==> config.mk <==
export PLATFORM = sky130hd
export DESIGN_NAME = fifo_rr_scheduler
export DESIGN_NICKNAME = d
export VERILOG_FILES = /design/src/rtl/fifo_sched_pkg.sv /design/src/rtl/rr_arbiter.sv /design/src/rtl/fifo_rr_scheduler.sv
export SDC_FILE = /design/constraint.sdc
export NUM_CORES = 1
export LEC_CHECK = 0
export ABC_AREA = 1
export CAP_MARGIN = 20
export CORE_UTILIZATION = 43
export DETAILED_ROUTE_END_ITERATION = 10
export GPL_TIMING_DRIVEN = 0
export MAX_ROUTING_LAYER = met4
export PLACE_DENSITY = 0.82
export SLEW_MARGIN = 20
export SYNTH_ARGS = -nofsm -noshare
export SYNTH_HDL_FRONTEND = slang
export SYNTH_SLANG_ARGS = --single-unit
==> constraint.sdc <==
create_clock -name clk -period 2.95 [get_ports clk]
set_input_delay 0.4425 -clock clk [delete_from_list [all_inputs] [get_ports clk]]
set_output_delay 0.4425 -clock clk [all_outputs]
set_load 0.01 [all_outputs]
==> src/rtl/fifo_sched_pkg.sv <==
// rtl/fifo_sched_pkg.sv - shared state encoding and defaults for the fifo round-robin scheduler
package fifo_sched_pkg;

  localparam logic [2:0] ST_RESET  = 3'd0;
  localparam logic [2:0] ST_INIT   = 3'd1;
  localparam logic [2:0] ST_IDLE   = 3'd2;
  localparam logic [2:0] ST_ACTIVE = 3'd3;
  localparam logic [2:0] ST_ERROR  = 3'd4;

  localparam int DEF_NUM_FIFOS  = 4;
  localparam int DEF_DATA_WIDTH = 10;

  typedef enum logic [2:0] {
    S_RESET  = ST_RESET,
    S_INIT   = ST_INIT,
    S_IDLE   = ST_IDLE,
    S_ACTIVE = ST_ACTIVE,
    S_ERROR  = ST_ERROR
  } sched_state_e;

endpackage

==> src/rtl/rr_arbiter.sv <==
// rtl/rr_arbiter.sv - combinational round-robin picker starting after the last granted index
module rr_arbiter
  import fifo_sched_pkg::*;
#(
  parameter int NUM_FIFOS = DEF_NUM_FIFOS,
  parameter int IDX_W     = $clog2(NUM_FIFOS)
) (
  input  logic [NUM_FIFOS-1:0] req_i,
  input  logic [NUM_FIFOS-1:0] mask_i,
  input  logic [IDX_W-1:0]     last_grant_i,
  input  logic                 enable_i,
  output logic [NUM_FIFOS-1:0] grant_o,
  output logic [IDX_W-1:0]     grant_idx_o
);

  logic [IDX_W-1:0] idx;
  logic             found;

  // Walk indices last+1 .. last+NUM_FIFOS; power-of-2 width makes the wrap free.
  always_comb begin
    grant_o     = '0;
    grant_idx_o = '0;
    found       = 1'b0;
    idx         = '0;
    for (int i = 1; i <= NUM_FIFOS; i++) begin
      idx = last_grant_i + IDX_W'(i);
      if (enable_i && !found && req_i[idx] && !mask_i[idx]) begin
        found        = 1'b1;
        grant_o[idx] = 1'b1;
        grant_idx_o  = idx;
      end
    end
  end

endmodule

==> src/rtl/fifo_rr_scheduler.sv <==
// rtl/fifo_rr_scheduler.sv - configures a fifo bank and drains it round-robin into one downstream fifo
module fifo_rr_scheduler
  import fifo_sched_pkg::*;
#(
  parameter int NUM_FIFOS    = DEF_NUM_FIFOS,
  parameter int DATA_WIDTH   = DEF_DATA_WIDTH,
  parameter int UMBRAL_WIDTH = 8,
  parameter int CNT_WIDTH    = 16
) (
  input  logic                            clk,
  input  logic                            reset,
  input  logic                            init,
  input  logic [UMBRAL_WIDTH-1:0]         umbral_bajo_in,
  input  logic [UMBRAL_WIDTH-1:0]         umbral_alto_in,
  input  logic [NUM_FIFOS-1:0]            fifo_empty,
  input  logic [NUM_FIFOS-1:0]            fifo_error,
  input  logic [NUM_FIFOS*DATA_WIDTH-1:0] fifo_data,
  input  logic                            out_almost_full,
  output logic [UMBRAL_WIDTH-1:0]         umbral_bajo_out,
  output logic [UMBRAL_WIDTH-1:0]         umbral_alto_out,
  output logic [NUM_FIFOS-1:0]            pop,
  output logic                            push_out,
  output logic [DATA_WIDTH-1:0]           data_out,
  output logic [2:0]                      state,
  output logic                            idle_out,
  output logic                            error_out,
  output logic [CNT_WIDTH-1:0]            words_sent
);

  localparam int IDX_W = $clog2(NUM_FIFOS);

  sched_state_e            state_q, state_d;
  logic                    idle_q, error_q;
  logic [UMBRAL_WIDTH-1:0] bajo_q, alto_q;
  logic [NUM_FIFOS-1:0]    pop_q;
  logic                    push_q;
  logic [IDX_W-1:0]        sel_q, last_q;
  logic [CNT_WIDTH-1:0]    words_q;

  logic [NUM_FIFOS-1:0]    grant;
  logic [IDX_W-1:0]        grant_idx;
  logic                    arb_en, any_err, all_empty, any_pop;

  assign any_err   = |fifo_error;
  assign all_empty = &fifo_empty;
  assign arb_en    = (state_q == S_ACTIVE) && !out_almost_full;
  assign any_pop   = |grant;

  // The fifo empty flag lags a pop by one cycle, so last cycle's pop masks its source.
  rr_arbiter #(
    .NUM_FIFOS (NUM_FIFOS),
    .IDX_W     (IDX_W)
  ) u_arb (
    .req_i        (~fifo_empty),
    .mask_i       (pop_q),
    .last_grant_i (last_q),
    .enable_i     (arb_en),
    .grant_o      (grant),
    .grant_idx_o  (grant_idx)
  );

  // Next-state selection: error beats init, init beats the traffic-driven moves.
  always_comb begin
    state_d = state_q;
    case (state_q)
      S_RESET:  state_d = S_INIT;
      S_INIT: begin
        if (any_err)        state_d = S_ERROR;
        else if (init)      state_d = S_INIT;
        else if (all_empty) state_d = S_IDLE;
        else                state_d = S_ACTIVE;
      end
      S_IDLE: begin
        if (any_err)         state_d = S_ERROR;
        else if (init)       state_d = S_INIT;
        else if (!all_empty) state_d = S_ACTIVE;
      end
      S_ACTIVE: begin
        if (any_err)                   state_d = S_ERROR;
        else if (init)                 state_d = S_INIT;
        else if (all_empty && !any_pop) state_d = S_IDLE;
      end
      S_ERROR:  state_d = S_ERROR;
      default:  state_d = S_RESET;
    endcase
  end

  // FSM register with registered status flags and threshold capture while in INIT.
  always_ff @(posedge clk) begin
    if (!reset) begin
      state_q <= S_RESET;
      idle_q  <= 1'b0;
      error_q <= 1'b0;
      bajo_q  <= '0;
      alto_q  <= '0;
    end else begin
      state_q <= state_d;
      idle_q  <= (state_d == S_IDLE);
      error_q <= (state_d == S_ERROR);
      if (state_q == S_INIT && init) begin
        bajo_q <= umbral_bajo_in;
        alto_q <= umbral_alto_in;
      end
    end
  end

  // Pop-to-push pipeline and word counter; a push in flight always lands unless reset hits.
  always_ff @(posedge clk) begin
    if (!reset) begin
      pop_q   <= '0;
      push_q  <= 1'b0;
      sel_q   <= '0;
      last_q  <= IDX_W'(NUM_FIFOS - 1);
      words_q <= '0;
    end else begin
      pop_q  <= grant;
      push_q <= any_pop;
      if (any_pop) begin
        sel_q  <= grant_idx;
        last_q <= grant_idx;
      end
      if (push_q) words_q <= words_q + CNT_WIDTH'(1);
    end
  end

  assign pop             = grant;
  assign push_out        = push_q;
  assign data_out        = push_q ? fifo_data[sel_q*DATA_WIDTH +: DATA_WIDTH] : '0;
  assign state           = state_q;
  assign idle_out        = idle_q;
  assign error_out       = error_q;
  assign umbral_bajo_out = bajo_q;
  assign umbral_alto_out = alto_q;
  assign words_sent      = words_q;

endmodule

==> results.md, run 1 <==
* Least-Margin Pin Slew at around 0.53 ns
* Vias in the first global route at approximately 3.0k
* Crit path launch type: flip-flop
* Worst r2r src: last_q[0]
* Critical path required time at approximately 2.5 ns
* Max Cap Violations at 0
* Post-Layout Cell Count at around 620
* Dpl cell area at 4098 µm²
* Sum Neg Setup Slack at 0 ns
* Final setup fails at 0
* Post-synth ARST share at 0
* # DRC at 0
* I/O pin cnt at 120
* Die extent in x at 82.84 µm
* Count leader, synth: nor2_1
* Design Power at 1.391 mW
* Clk_lat worst skew at about 0.3 ns
* RSZ-0062 raised after global routing: no
* Rows at 29
* Syn Inst Count at between 400 and 500
* Data arrival, critical path at 2.38 ns
* Root buf cell: clkbuf_8
* H-tree depth at 2
* Antenna Cells at 0
* Gr ovfl total at 0
* Hold Path Sink: words_sent[13]
* Synth cell count leaders: nor2_1 (110), dfxtp_1 (46), o21ai_0 (44), inv_1 (39), nand2_1 (37)
* Worst vdd ir at 0.3407 mV
* Detail Placement HPWL at a little over 6 mm
* R2r worst-path depth at 14
* Min Clock Period, post-route at between 2 and 3 ns
* Clock-pin transition on the worst setup and hold timing paths at 0.09 ns
* Ys flop type: dfxtp_1
* CP Capture Type: output pin
* Synthesized area at about 2800 µm²
* First-pass DRT Iterations at 4
* Sequential area share after synthesis at 0.3277
* GP Congestion at a little over 0.9
* Pin count of the biggest net entering global routing at 16
* Wire per inst at roughly 13 µm
* Port bufs at ~120
* Synth top area cells: dfxtp_1 (33%), nor2_1 (15%), o21ai_0 (7.8%)
* Hold path startpoint: words_sent[13]
* Core area at 6314 µm²
* Via count at about 3.2k
* Cells after DPL at ~610
* Die H at between 80 and 90 µm
* Routed WL at slightly below 8 mm
* R2r setup slk at slightly below 0.7 ns
* FMAX at approximately 350 MHz
* Synth top area share at 0.3277
* Initial antenna violation count at 0
* Routed Antenna Nets at 0
* Area leader, netlist: dfxtp_1
* Worst reg2reg path endpoint: last_q[0]
* TritonCTS Sinks at 46
* Syn nets at 492
* Cell variety after synth at 34
* Fin crit share at 0.9572
* Number of flops mapped to enable cells by yosys at 0
* Seq cells post-synth at 46
* Ys Warns at 0
* Final Max Slew Viols at 0
* Layout Nets at 622
* Layout cells sized above 1 at 0.1152
* First-pass GRT wire length at ~13 mm
* Status: complete, no violations
* CTS tree: done
* Synthesis-to-layout area growth at 52.14%
* Final instance area at between 4000 and 5000 µm²
* Max-slew headroom at 0.6480
* Clock Skews at 0.008106 ns
* Via density at slightly above 5
* Critical path class: reg2out
* Syn avg cell area at just under 7 µm²
* CP Max Fanout at 10
* Fin. Hold Viols at 0
* Initial core utilization at 0.4451
* P per Cell Area at between 300 and 400 nW/µm²
* GRT Total Usage at 0.2347
* CTS Buf Count at 5
* Die ar. at 6862 µm²
* DR iter-0 viols at 165
* LEAKAGE at between 1.5 and 2 nW
* Hold path depth at 2
* CTS Buffer Depth at 2
* Min-Delay Path Class: reg2reg
==> through the flow <==
step	hold slack, ns	utilization	setup WS, ns
4_1_cts	0.5128	0.6768	0.1373
3_5_place_dp	0.4932	0.6490	-0.2320
6_report	0.5137	0.6772	0.1262
5_1_grt	0.5340	0.6772	0.01335
2_1_floorplan	0.5031	-	0.6791
3_3_place_gp	0.4811	0.6490	-0.1772
==> registers in the layout, summed over array words and instances (netlist names), 2 cells and up <==
signal and count:
pop_q 4, sel_q 2, last_q 2, umbral_alto_out 8
words_sent 16, umbral_bajo_out 8, state 3
==> critical path: stages, from the launching register on <==
cell and delay [ns]:
dfxtp_4 0.38, buf_6 0.16, inv_4 0.08, ha_4 0.31
inv_2 0.07, nand2_1 0.11, nand2_2 0.12, a21oi_4 0.19
buf_4 0.14, nand3_1 0.10, nand3_2 0.14, dlygate4sd2_1 0.28
==> cell usage in the layout, fill, tap and decap left out, types with 3 or more instances in the layout <==
master,Yosys,routed
nand2_4,3,3
clkbuf_1,9,9
nand3_1,27,26
ha_1,8,7
a21oi_1,21,21
buf_2,3,3
nor3_1,8,8
inv_1,39,37
nand2_2,9,9
o21ai_0,44,44
nand2_1,37,37
dlygate4sd2_1,0,4
nand4_1,5,5
nor2_4,5,6
buf_4,0,3
nor2_2,6,6
clkbuf_8,0,5
clkdlybuf4s50_1,0,115
a31oi_1,5,5
nor2_1,110,110
dfxtp_1,46,44
nand3_2,6,7
nand3_4,4,4
==> worst max path at each step <==
stage | from | to | slack (ns) | depth (start not counted)
after floorplan | last_q[1] | pop[2] | 0.68 | 9
after global placement | last_q[1] | pop[2] | -0.18 | 10
after detailed placement | last_q[1] | pop[2] | -0.23 | 10
after CTS | last_q[0] | pop[0] | 0.14 | 11
after global routing | last_q[0] | pop[0] | 0.01 | 11
final | last_q[0] | pop[0] | 0.13 | 11
==> logic make-up (layout without fill, tap and decap cells) <==
| kind of cell | after synthesis | after routing | share of synthesized area |
|---|---|---|---|
| flip-flops | 46 | 46 | 0.3277 |
| XOR/XNOR | 1 | 1 | 0.003117 |
| AO/OA/AOI/OAI | 78 | 78 | 0.1509 |
| adder cells (fa/ha/maj) | 8 | 8 | 0.03562 |
| AND/OR/NAND/NOR | 225 | 226 | 0.3936 |
| buffers and inverters | 58 | 188 | 0.08904 |
==> what timing repair did <==
action | CTS | global route
pin swaps | 1 | 0
gates resized for setup | 14 | 1
endpoints found under the setup margin | 4 | 1
gates cloned | 1 | 0
hold buffers | 0 | 0
buffers inserted | 3 | 0
==> power by group <==
group          leakage, nW  total, mW  switching, mW  internal, mW
Clock               0.0585      0.481          0.227         0.254
Combinational         1.32      0.253          0.106         0.147
Sequential           0.373      0.657         0.0141         0.643
Total                 1.75       1.39          0.347          1.04
==> per-layer routing <==
metal  GRT usage  wire, µm
met1      0.2761      3484
met2      0.3763      3612
met3     0.06064       599
met4      0.1066       243
met5           -         0
==> final cells by class <==
class	instances	area [µm²]
fillers	544	2038
plain buffers	15	83.83
inverters	43	170.2
well taps	77	96.34
clock inverters	3	43.79
flip-flops and latches	46	928.4
multi-input cells	313	1675
repair buffers	122	1209
clock buffers	5	68.82
Power figures use the tool's default switching activity.
==> run 2, diff against run 1 <==
--- a/config.mk
+++ b/config.mk
@@ -7,6 +7,7 @@
 export LEC_CHECK = 0
 export ABC_AREA = 1
 export CAP_MARGIN = 20
+export CORE_ASPECT_RATIO = 1.4
 export CORE_UTILIZATION = 43
 export DETAILED_ROUTE_END_ITERATION = 10
 export GPL_TIMING_DRIVEN = 0
==> results.md, run 2 (synthesized netlist as in run 1, its figures left out) <==
* Status: complete, no violations (unchanged)
* Worst path cell trace: buf_6, inv_4, ha_4, inv_2, nand3_2, nand2_4, inv_4, nand2_4, nor2_1, nor2_2, nand3_2, dlygate4sd2_1 (was buf_6, inv_4, ha_4, inv_2, nand2_1, nand2_2, a21oi_4, buf_4, nand3_1, nand3_2, dlygate4sd2_1)
* GRT Total Usage at 0.2503 (was 0.2347)
* Gr ovfl total at 0 (unchanged)
* Cells after DPL at 607 (was 612)
* Most common cell after layout, fill and taps aside: clkdlybuf4s50_1 (unchanged)
* GP Congestion at 0.9705 (was 0.9121)
* Dpl cell area at 4091 µm² (was 4098 µm²)
* Pin count of the biggest net entering global routing at 17 (was 16)
* CP Capture Type: output pin (unchanged)
* H-tree depth at 2 (unchanged)
* Layout cells sized above 1 at 0.1117 (was 0.1152)
* Die H at 97.65 µm (was 82.84 µm)
* CTS Buf Count at 5 (unchanged)
* Clock Skews at 0.01471 ns (was 0.008106 ns)
* Post-Layout Cell Count at 618 (was 624)
* Register cell area after layout at 925.9 µm² (was 928.4 µm²)
* Via density at 5.110 (was 5.075)
* Antenna Cells at 0 (unchanged)
* Crit path largest cell delay at 0.38 ns (about the same)
* Wire per inst at 13.19 µm (was 12.72 µm)
* Max Cap Violations at 0 (unchanged)
* Port bufs at 119 (unchanged)
* Post-route setup slack at 0.2022 ns (was 0.1262 ns)
* Multi-input gate area at 1670 µm² (was 1675 µm²)
* Number of hold buffers added after cts at 0 (unchanged)
* Core Util, Final at 0.6769 (was 0.6772)
* Initial core utilization at 0.4494 (was 0.4451)
* Min-Delay Path Class: reg2reg (unchanged)
* Final Max Slew Viols at 0 (unchanged)
* CTS Buffer Depth at 2 (unchanged)
* Critical path required time at 2.51 ns (about the same)
* Detail Placement HPWL at 6.332 mm (was 6.060 mm)
* CTS tree: done (unchanged)
* Routed WL at 8.154 mm (was 7.939 mm)
* FMAX at 363.9 MHz (was 354.1 MHz)
* Crit path launch type: flip-flop (unchanged)
* Clock-pin transition on the worst setup and hold timing paths at 0.10 ns (was 0.09 ns)
* Routed Antenna Nets at 0 (unchanged)
* Worst path slowest cell: dfxtp_2 (was dfxtp_4)
* Fin. Hold Viols at 0 (unchanged)
* Pre-CTS setup slack at -0.1858 ns (was -0.2320 ns)
* LEAKAGE at 1.739 nW (was 1.754 nW)
* Layout Nets at 621 (was 622)
* TritonCTS Sinks at 46 (unchanged)
* P per Cell Area at 309.5 nW/µm² (was 325.4 nW/µm²)
* Worst vdd ir at 0.3345 mV (was 0.3407 mV)
* Final instance area at 4233 µm² (was 4275 µm²)
* Fill count at 540 (was 544)
* Die ar. at 6867 µm² (was 6862 µm²)
* Max reg flops at 16 (unchanged)
* RSZ-0062 raised after global routing: no (unchanged)
* DR iter-0 viols at 188 (was 165)
* First-pass DRT Iterations at 4 (unchanged)
* Fin crit share at 0.9315 (was 0.9572)
* Design Power at 1.310 mW (was 1.391 mW)
* Die extent in x at 70.33 µm (was 82.84 µm)
* First-pass GRT wire length at 13.88 mm (was 13.15 mm)
* Rows at 34 (was 29)
* Initial antenna violation count at 0 (unchanged)
* Max-slew headroom at 0.6379 (was 0.6480)
* Critical path class: reg2out (unchanged)
* Most frequent cells in the layout: clkdlybuf4s50_1 (115), nor2_1 (110), o21ai_0 (44), dfxtp_1 (44) (unchanged)
* Root buf cell: clkbuf_8 (unchanged)
* Least-Margin Pin Slew at 0.5431 ns (was 0.5279 ns)
* CP Max Fanout at 10 (unchanged)
* Final setup fails at 0 (unchanged)
* Min Clock Period, post-route at 2.748 ns (was 2.824 ns)
* Core area at 6254 µm² (was 6314 µm²)
* I/O pin cnt at 120 (unchanged)
* Synthesis-to-layout area growth at 50.62% (was 52.14%)
* Vias in the first global route at 3147 (was 3034)
* # DRC at 0 (unchanged)
* Data arrival, critical path at 2.31 ns (was 2.38 ns)
* Via count at 3158 (was 3167)
* Clk_lat worst skew at 0.31 ns (was 0.30 ns)
[run 2: changes by cell type in the layout (fill, tap and decap cells not counted)]
cell | before | now
bufinv_16 | 1 | 0
dfxtp_2 | 0 | 1
nand3_2 | 7 | 6
dfxtp_4 | 2 | 1
buf_4 | 3 | 2
nand3_1 | 26 | 27
inv_6 | 1 | 2
[run 2: worst max-delay path: cells and delay by family (launching register included)]
| family | cells | cell delay (ns) |
|---|---|---|
| adder cells (fa/ha/maj) | 1 | 0.27 |
| buffers and inverters | 5 | 0.72 |
| flip-flops | 1 | 0.38 |
| AND/OR/NAND/NOR | 6 | 0.63 |
[run 2: final timing paths]
path | from | to | slack, ns | cells past startpoint
setup reg to reg | last_q[0] | last_q[1] | 0.69 | 15
hold / removal | words_sent[13] | words_sent[13] | 0.51 | 2
hold reg to reg | words_sent[13] | words_sent[13] | 0.51 | 2
setup / recovery | last_q[0] | pop[1] | 0.20 | 12
[run 2: power breakdown]
group / switching [mW] / internal (mW)
logic: 0.103 / 0.146
registers: 0.0143 / 0.644
clock network: 0.230 / 0.172
total: 0.348 / 0.962
[run 2: through the flow]
step                TNS [ns]  hold slack (ns)
floorplan                  0           0.5031
global placement     -0.6088           0.4810
detailed placement   -0.7178           0.4928
CTS                        0           0.5115
global route               0           0.5424
finish                     0           0.5057
[run 2: routing by layer]
layer | GRT usage | share of wire | vias to the layer above
met1 | 0.2744 | 0.40 | 1390
met5 | - | 0 | -
met2 | 0.4388 | 0.51 | 131
met4 | 0.09077 | 0.023 | 0
met3 | 0.05187 | 0.065 | 24
li1 | - | - | 1613
[run 2: layout make-up]
| class | count | area share |
|---|---|---|
| Inverter | 43 | 0.04020 |
| Clock inverter | 3 | 0.005321 |
| Sequential cell | 46 | 0.2187 |
| Multi-Input combinational cell | 313 | 0.3946 |
| Timing Repair Buffer | 121 | 0.2838 |
| Clock buffer | 5 | 0.01626 |
| Tap cell | 72 | 0.02128 |
| Buffer | 15 | 0.01980 |
[run 2: repair_timing]
action	in CTS	in global routing
endpoints found under the setup margin	4	0
resized for setup	12	0
setup buffers	2	0
